File: src/rtl/lsu_mem_master.sv
// Load/store unit: one byte/half/word access per handshake, driving a word-addressed
// memory port with single-cycle strobes and returning extended load data or store status.
module lsu_mem_master #(
    parameter logic MISALIGN_TRAP = 1'b1
) (
    input  logic        clock,
    input  logic        reset,
    input  logic        req_valid,
    output logic        req_ready,
    input  logic        req_wen,
    input  logic [31:0] req_addr,
    input  logic [1:0]  req_size,
    input  logic        req_unsigned,
    input  logic [31:0] req_wdata,
    output logic        resp_valid,
    input  logic        resp_ready,
    output logic [31:0] resp_rdata,
    output logic        resp_err,
    output logic        mem_ren,
    output logic        mem_wen,
    output logic [31:0] mem_addr,
    output logic [3:0]  mem_wstrb,
    output logic [31:0] mem_wdata,
    input  logic [31:0] mem_rdata,
    input  logic        mem_wfinish
);
    typedef enum logic [1:0] {
        ST_IDLE  = 2'd0,
        ST_ISSUE = 2'd1,
        ST_WAIT  = 2'd2,
        ST_RESP  = 2'd3
    } state_t;

    state_t      state_q, state_d;
    logic        wen_q, wen_d;
    logic [1:0]  size_q, size_d;
    logic [1:0]  off_q, off_d;
    logic        unsigned_q, unsigned_d;
    logic        resp_valid_q, resp_valid_d;
    logic        resp_err_q, resp_err_d;
    logic [31:0] resp_rdata_q, resp_rdata_d;
    logic        mem_ren_q, mem_ren_d;
    logic        mem_wen_q, mem_wen_d;
    logic [31:0] mem_addr_q, mem_addr_d;
    logic [3:0]  mem_wstrb_q, mem_wstrb_d;
    logic [31:0] mem_wdata_q, mem_wdata_d;
    logic        req_err_s;

    function automatic logic [3:0] lane_strb(input logic [1:0] size, input logic [1:0] off);
        logic [3:0] strb;
        case (size)
            2'd0:    strb = 4'b0001 << off;
            2'd1:    strb = 4'b0011 << {off[1], 1'b0};
            2'd2:    strb = 4'b1111;
            default: strb = 4'b0000;
        endcase
        return strb;
    endfunction

    function automatic logic [31:0] lane_wdata(input logic [1:0] size, input logic [31:0] data);
        logic [31:0] wd;
        case (size)
            2'd0:    wd = {4{data[7:0]}};
            2'd1:    wd = {2{data[15:0]}};
            2'd2:    wd = data;
            default: wd = 32'h0000_0000;
        endcase
        return wd;
    endfunction

    function automatic logic [31:0] load_extend(input logic [1:0] size, input logic [1:0] off,
                                                input logic uns, input logic [31:0] data);
        logic [7:0]  b;
        logic [15:0] h;
        logic [31:0] r;
        b = data[{off, 3'b000} +: 8];
        h = data[{off[1], 4'b0000} +: 16];
        case (size)
            2'd0:    r = {{24{b[7] & ~uns}}, b};
            2'd1:    r = {{16{h[15] & ~uns}}, h};
            2'd2:    r = data;
            default: r = 32'h0000_0000;
        endcase
        return r;
    endfunction

    function automatic logic is_misaligned(input logic [1:0] size, input logic [1:0] off);
        logic m;
        case (size)
            2'd1:    m = off[0];
            2'd2:    m = (off != 2'b00);
            default: m = 1'b0;
        endcase
        return m;
    endfunction

    assign req_err_s = (req_size == 2'd3) ||
                       ((MISALIGN_TRAP == 1'b1) && is_misaligned(req_size, req_addr[1:0]));

    // Next-state and registered-output computation
    always_comb begin
        state_d      = state_q;
        wen_d        = wen_q;
        size_d       = size_q;
        off_d        = off_q;
        unsigned_d   = unsigned_q;
        resp_valid_d = resp_valid_q;
        resp_err_d   = resp_err_q;
        resp_rdata_d = resp_rdata_q;
        mem_ren_d    = 1'b0;
        mem_wen_d    = 1'b0;
        mem_addr_d   = mem_addr_q;
        mem_wstrb_d  = mem_wstrb_q;
        mem_wdata_d  = mem_wdata_q;
        case (state_q)
            ST_IDLE: begin
                if (req_valid) begin
                    wen_d      = req_wen;
                    size_d     = req_size;
                    off_d      = req_addr[1:0];
                    unsigned_d = req_unsigned;
                    if (req_err_s) begin
                        // Rejected requests never touch memory
                        state_d      = ST_RESP;
                        resp_valid_d = 1'b1;
                        resp_err_d   = 1'b1;
                        resp_rdata_d = 32'h0000_0000;
                    end else begin
                        state_d     = ST_ISSUE;
                        mem_ren_d   = ~req_wen;
                        mem_wen_d   = req_wen;
                        mem_addr_d  = {req_addr[31:2], 2'b00};
                        mem_wstrb_d = req_wen ? lane_strb(req_size, req_addr[1:0]) : 4'b0000;
                        mem_wdata_d = req_wen ? lane_wdata(req_size, req_wdata) : 32'h0000_0000;
                    end
                end else begin
                    state_d = ST_IDLE;
                end
            end
            ST_ISSUE: begin
                state_d = ST_WAIT;
            end
            ST_WAIT: begin
                state_d      = ST_RESP;
                resp_valid_d = 1'b1;
                if (wen_q) begin
                    resp_err_d   = ~mem_wfinish;
                    resp_rdata_d = 32'h0000_0000;
                end else begin
                    resp_err_d   = 1'b0;
                    resp_rdata_d = load_extend(size_q, off_q, unsigned_q, mem_rdata);
                end
            end
            ST_RESP: begin
                if (resp_ready) begin
                    state_d      = ST_IDLE;
                    resp_valid_d = 1'b0;
                end else begin
                    state_d = ST_RESP;
                end
            end
            default: begin
                state_d = ST_IDLE;
            end
        endcase
    end

    // State and output registers
    always_ff @(posedge clock) begin
        if (reset) begin
            state_q      <= ST_IDLE;
            wen_q        <= 1'b0;
            size_q       <= 2'd0;
            off_q        <= 2'd0;
            unsigned_q   <= 1'b0;
            resp_valid_q <= 1'b0;
            resp_err_q   <= 1'b0;
            resp_rdata_q <= 32'h0000_0000;
            mem_ren_q    <= 1'b0;
            mem_wen_q    <= 1'b0;
            mem_addr_q   <= 32'h0000_0000;
            mem_wstrb_q  <= 4'b0000;
            mem_wdata_q  <= 32'h0000_0000;
        end else begin
            state_q      <= state_d;
            wen_q        <= wen_d;
            size_q       <= size_d;
            off_q        <= off_d;
            unsigned_q   <= unsigned_d;
            resp_valid_q <= resp_valid_d;
            resp_err_q   <= resp_err_d;
            resp_rdata_q <= resp_rdata_d;
            mem_ren_q    <= mem_ren_d;
            mem_wen_q    <= mem_wen_d;
            mem_addr_q   <= mem_addr_d;
            mem_wstrb_q  <= mem_wstrb_d;
            mem_wdata_q  <= mem_wdata_d;
        end
    end

    assign req_ready  = (state_q == ST_IDLE);
    assign resp_valid = resp_valid_q;
    assign resp_err   = resp_err_q;
    assign resp_rdata = resp_rdata_q;
    assign mem_ren    = mem_ren_q;
    assign mem_wen    = mem_wen_q;
    assign mem_addr   = mem_addr_q;
    assign mem_wstrb  = mem_wstrb_q;
    assign mem_wdata  = mem_wdata_q;

endmodule

File: config.mk
export PLATFORM = sky130hd
export DESIGN_NAME = lsu_mem_master
export DESIGN_NICKNAME = d
export VERILOG_FILES = /design/src/rtl/lsu_mem_master.sv
export SDC_FILE = /design/constraint.sdc
export NUM_CORES = 1
export LEC_CHECK = 0
export CORE_MARGIN = 2
export CORE_UTILIZATION = 42
export CTS_BUF_LIST = sky130_fd_sc_hd__clkbuf_16
export CTS_CLUSTER_SIZE = 20
export DETAILED_ROUTE_END_ITERATION = 16
export PLACE_DENSITY = 0.9
export SYNTH_ARGS = -nofsm -noshare
export SYNTH_HDL_FRONTEND = slang
export SYNTH_SLANG_ARGS = --single-unit
File: constraint.sdc
create_clock -name clock -period 2.1 [get_ports clock]
set_input_delay 0.42 -clock clock [delete_from_list [all_inputs] [get_ports clock]]
set_output_delay 0.42 -clock clock [all_outputs]
set_load 0.03 [all_outputs]
== Yosys cells after proc, flatten, opt, wreduce, memory -nomap -nowiden ==
Index checks and enable logic that the tools add are counted.
W data, S select, Z words.

* Eq/ne operators: 11
* Shift-type cells: 4
* Muxes and demuxes: 20
* Bitwise operators: 8
* Reductions and logical operators: 12

{| class="wikitable"
|+ Operators with widths
! operator !! number
|-
| $pmux W32 S3 || 2
|-
| $mux W32 || 4
|-
| $pmux W32 S2 || 1
|-
| $shiftx A32 B6 Y16 || 1
|-
| $shiftx A32 B6 Y8 || 1
|-
| $pmux W4 S3 || 1
|-
| $eq A2 B2 Y1 const B || 5
|-
| $pmux W2 S4 || 1
|-
| $eq A2 B1 Y1 const B || 3
|-
| $logic_not A2 Y1 || 3
|-
| $mux W2 || 3
|-
| $not A1 Y1 || 6
|-
| $reduce_and A3 Y1 || 2
|-
| $mux W1 || 4
|-
| $mux W4 || 1
|-
| $ne A2 B2 Y1 const B || 2
|-
| $pmux W1 S2 || 2
|-
| $reduce_and A4 Y1 || 1
|-
| $reduce_bool A2 Y1 || 2
|-
| $reduce_or A4 Y1 || 1
|-
| $shl A1 B2 Y4 const A || 1
|-
| $shl A2 B2 Y4 const A || 1
|-
| $pmux W1 S3 || 1
|-
| $reduce_bool A3 Y1 || 1
|-
| other kinds (4) || 5
|}

* Register bits: 110

== Logic depth before layout (Yosys ltp) ==
* Depth after elaboration: 6
* Gate-level depth with buffers: 8
* Mapped depth without buffers: 6

== Least setup slack after synthesis ==
OpenSTA, ideal clock, no wires.

* Path type: input to register
* Start: in req_size[0]
* End: reg mem_wdata_q[16] (netlist: mem_wdata[16])
* Arrival time: 1.871 ns
* Data required time: 2.030 ns
* Path slack: 0.159 ns
* Cell stages on the path: 7
* Path buffers: 2
* Cell sequence: ha_1 > nor4b_4 > o21ai_2 > or3_1 > buf_2 > buf_6 > o2bb2ai_1

* Cells in the longest elaborated chain, start to end: 5
* Elaborated cells on any way between the ends: 10
* Classes of those cells: eq/ne (3); mux (3); bitwise (1); reduce/logical (3)

{| class="wikitable"
|+ RTL lines
! item !! RTL line !! RTL
|-
| start, declared || 12 || <nowiki>input logic [1:0] req_size,</nowiki>
|-
| $eq A2 B2 Y1 / $eq A2 B1 Y1 (equally long branches) || 62, 89 ||
|-
| $pmux W1 S2 || 89 || <nowiki>case (size)</nowiki>
|-
| $logic_or A1 B1 Y1 || 97 || <nowiki>assign req_err_s = (req_size == 2'd3) ||</nowiki>
|-
| $not A1 Y1 (no source line) || n/a ||
|-
| $reduce_and A3 Y1 (no source line) || n/a ||
|-
| end signal, assigned || 197 || <nowiki>mem_wdata_q <= mem_wdata_d;</nowiki>
|-
| end, declared || 46 || <nowiki>logic [31:0] mem_wdata_q, mem_wdata_d;</nowiki>
|}

Parallel ways exist; a longest one is shown, timed or not.
A chain may end at the register's enable or synchronous reset.

== Worst setup path in the final report ==
* Start: reg state_q[1]
* End: out req_ready

* Cells in the longest elaborated chain, start to end: 1

{| class="wikitable"
|+ RTL lines
! item !! RTL line !! RTL
|-
| start, declared || 34 || <nowiki>state_t state_q, state_d;</nowiki>
|-
| start signal, assigned || 185 || <nowiki>state_q <= state_d;</nowiki>
|-
| $logic_not A2 Y1 || 201 || <nowiki>assign req_ready = (state_q == ST_IDLE);</nowiki>
|-
| end, declared || 9 || <nowiki>output logic req_ready,</nowiki>
|}

No other way between the ends.

==> key figures <==
Synthesis
  – Post-synth EDFFs: 0
  – Most common flop cell mapped by yosys: dfxtp_1
  – Flop and latch count out of synthesis: 110
  – Mean cell area of the mapped netlist: approximately 9.1 sq um
  – Number of warning messages in the yosys log: 0
  – Share of synthesized area occupied by flip-flops and latches: a little under half
  – Top post-synthesis cells by area: dfxtp_1 48%, nand2_1 7.4%, o2bb2ai_1 7.4%, a21oi_1 6.5%, a22o_1 3.0%
  – Share of Yosys cell area claimed by the top area cell type: a little under half
  – Ys async rst share: 0%
  – Post-Synthesis Cell Area: 0.004617 sq mm
  – Count leader, synth: dfxtp_1
  – Number of different library cells in the post-synthesis netlist: just over 40
  – Most frequent cells after synthesis: 110 x dfxtp_1, 91 x nand2_1, 60 x a21oi_1
  – Mapped Cells: slightly above 500
  – Synth area leader: dfxtp_1

Worst setup path
  – Startpoint of the most critical register-to-register path: state_q[1]$_SDFF_PP0_
  – R2R Setup Slk: approximately 0.29 ns
  – Critical path launch point type: flip-flop
  – Depth of the worst register-to-register path: 5
  – WP data arrival: ~1.6 ns
  – Kind of critical path: reg2out
  – Max Fanout on Critical Path: 6
  – Kind of end point of the critical path: output pin
  – Required time of the worst setup path: 1.68 ns
  – Reg-to-reg endpoint: resp_rdata[0]$_SDFFE_PP0P_

Hold path
  – Hold Path Sink: resp_rdata[17]$_SDFFE_PP0P_
  – Beginning of the worst hold path: resp_rdata[17]$_SDFFE_PP0P_
  – Cell count of the worst hold path: 1
  – Min-delay worst type: reg2reg

Drt
  – Met3 routed wirelength: 1.000 mm
  – Starting DRC count in detailed routing: 308
  – Number of optimization iterations in the first detailed-route pass: 5
  – Uppermost metal layer occupied by signal nets: met4
  – Detailed-route wire length on metal 1: roughly 6.1 mm
  – Met2 WL: 7.576 mm
  – Post-DRT Antenna Nets: 0
  – Routed via count: roughly 4.8k
  – Detailed Route WL: approximately 15 mm
  – Routed length per placed instance: 17.30 microns
  – Count of unresolved DRC violations after routing: 0
  – Detailed-route vias per instance: approximately 5.5

Die
  – Die Area: roughly 0.012 sq mm
  – Initial core utilization: a little over two fifths
  – Top-level port count: between 200 and 250
  – Std-Cell Core Area: 0.01079 sq mm
  – Num rows: 38
  – Height of the chip: roughly 110 microns
  – Die Width: between 100 and 150 microns

Clock tree
  – CTS sink cnt: 110
  – Register clock-pin slew on the reported worst setup and hold paths: about 0.07 ns
  – Largest buffer count on any clock path: 2
  – Number of CTS-inserted buffers: 9
  – Clock latency reported for the late side of the worst-skew pair: between 0.3 and 0.4 ns
  – CTS tree: done
  – Cell chosen for the clock root: clkbuf_16
  – Number of H-tree branching levels: 3

Timing
  – Final critical-path share of the clock period: about 97%
  – Skew final: approximately 0.0083 ns
  – Relative slew slack: between 60 and 70%
  – Final number of setup-violating endpoints: 0
  – Slew Limit Fails: 0
  – Highest clock rate: about 500 MHz
  – Slew of the pin with the lowest slew margin: between 0.5 and 0.6 ns
  – Post-layout worst setup margin: between 0.06 and 0.07 ns
  – Clock period minus worst slack: roughly 2 ns
  – Setup repair after global routing missed its margin: false
  – Final Hold Viols: 0

GRT
  – Total track usage: between 20% and 30%
  – Number of antenna violations at the first check in global routing: 0
  – Maximum number of pins on one net before global-route repair: 34
  – Via count of the first global-routing pass: ~4.7k
  – Remaining global-route overflow: 0
  – Wire length of the first global-routing pass: 22.89 mm

Layout
  – Area added between synthesis and finish: 61.38%
  – Area taken by flip-flops and latches: between 0.002 and 0.0025 sq mm
  – Count of nets after finishing: 836
  – Number of filler instances in the final layout: approximately 780
  – Area of all placed cells without fillers: approximately 0.0075 sq mm
  – Antenna diode count: 0
  – Filler-free cell count of the finished design: 870
  – Fraction of final layout cells with drive strength greater than 1: approximately 11%
  – Area of combinational cells with multiple inputs: about 0.0023 sq mm

Placement
  – Detailed placer's ending HPWL: 11.15 mm
  – Number of input and output port buffers inserted: 207
  – Placed instance count: 852
  – Cell area reported after detailed placement: roughly 0.007 sq mm
  – Pre-CTS WS: -0.6329 ns
  – RD Place Congestion: approximately 0.90

Power and ir drop
  – Total design power: ~5400 uW
  – Worst supply voltage drop on vdd: 471.9 uV
  – Static leakage: 0.002838 uW
  – Power per unit of standard cell area: about 700 mW/mm^2

Status
  – Status: finished clean

Flow run
  – Max-capacitance violation count: 0
-- worst max-delay path: stages (launching register included) --
cell and delay [ns]:
dfxtp_1 0.38, nor2_1 0.17, clkdlybuf4s50_1 0.72
-- repair_timing --
item | 4_1_cts | 5_1_grt
pin swaps | 3 | 3
endpoints found under the setup margin | 94 | 76
setup buffers | 2 | 1
resized for setup | 9 | 13
hold buffers | 0 | 0
-- layout make-up --
class | instances | area share [%]
repair buffers | 248 | 33.05
multi-input cells | 351 | 30.68
flip-flops and latches | 110 | 29.55
clock buffers | 9 | 3.023
well taps | 140 | 2.351
clock inverters | 6 | 1.041
inverters | 6 | 0.3023
-- report_power, final --
part / total (uW) / switching [uW] / internal (uW)
registers: 2280 / 77.6 / 2200
logic: 1320 / 691 / 630
clock network: 1760 / 734 / 1030
-- sequential cells by signal, summed over array words and instances (netlist names), 2 cells and up --
| name | count |
|---|---|
| size_q | 2 |
| mem_wdata | 32 |
| off_q | 2 |
| mem_addr | 30 |
| state_q | 2 |
| mem_wstrb | 4 |
| resp_rdata | 32 |
-- how the worst max path moves through the flow --
stage,startpoint,to,cells past startpoint
after floorplan,req_size[0],mem_wdata[16]$_SDFFE_PP0P_,7
after global placement,req_size[1],resp_rdata[12]$_SDFFE_PP0P_,8
after detailed placement,req_size[0],resp_rdata[9]$_SDFFE_PP0P_,8
after CTS,req_size[0],mem_wdata[20]$_SDFFE_PP0P_,9
after global routing,state_q[1]$_SDFF_PP0_,req_ready,2
final,state_q[1]$_SDFF_PP0_,req_ready,2
-- per-layer routing --
layer	up-vias	track usage, %
met4	0	8.425
met2	208	43.79
li1	2281	-
met5	-	0
met1	2296	28.63
met3	30	5.439
-- placed cells by master (no fill, tap or decap), types with 4 or more instances in the layout --
cell,count
a22oi_1,9
a21oi_1,59
dfxtp_1,110
nand2b_1,4
nor2_1,16
a21o_1,18
nor2b_1,8
a31oi_1,16
o2bb2ai_1,38
a22o_1,16
nand2_1,91
a221oi_1,9
clkdlybuf4s50_1,205
buf_12,5
inv_1,5
buf_4,32
nand3b_1,4
nand3_1,10
clkbuf_16,9
mux2_2,9
a211oi_1,4
a221o_1,4
-- metrics by stage --
| stage | util [%] | hold WS, ns | setup TNS [ns] |
|---|---|---|---|
| detailed placement | 65.14 | 0.4402 | -44.71 |
| CTS | 68.39 | 0.4553 | 0 |
| global route | 69.04 | 0.4612 | 0 |
| floorplan | - | 0.4367 | 0 |
| finish | 69.04 | 0.4551 | 0 |
| global placement | 65.14 | 0.4332 | -34.90 |
-- cell families (layout without fill, tap and decap cells) --
kind of cell	after synthesis	after routing	synth area share [%]
DFF	110	110	47.70
muxes	12	12	3.117
buffers and inverters	50	269	4.661
and+or+nand+nor	143	143	14.01
adders and majority gates	5	5	1.355
AOI/OAI and AO/OA	189	189	29.08
other	1	2	0.08122
No activity file was read; power rests on OpenSTA's default activity.
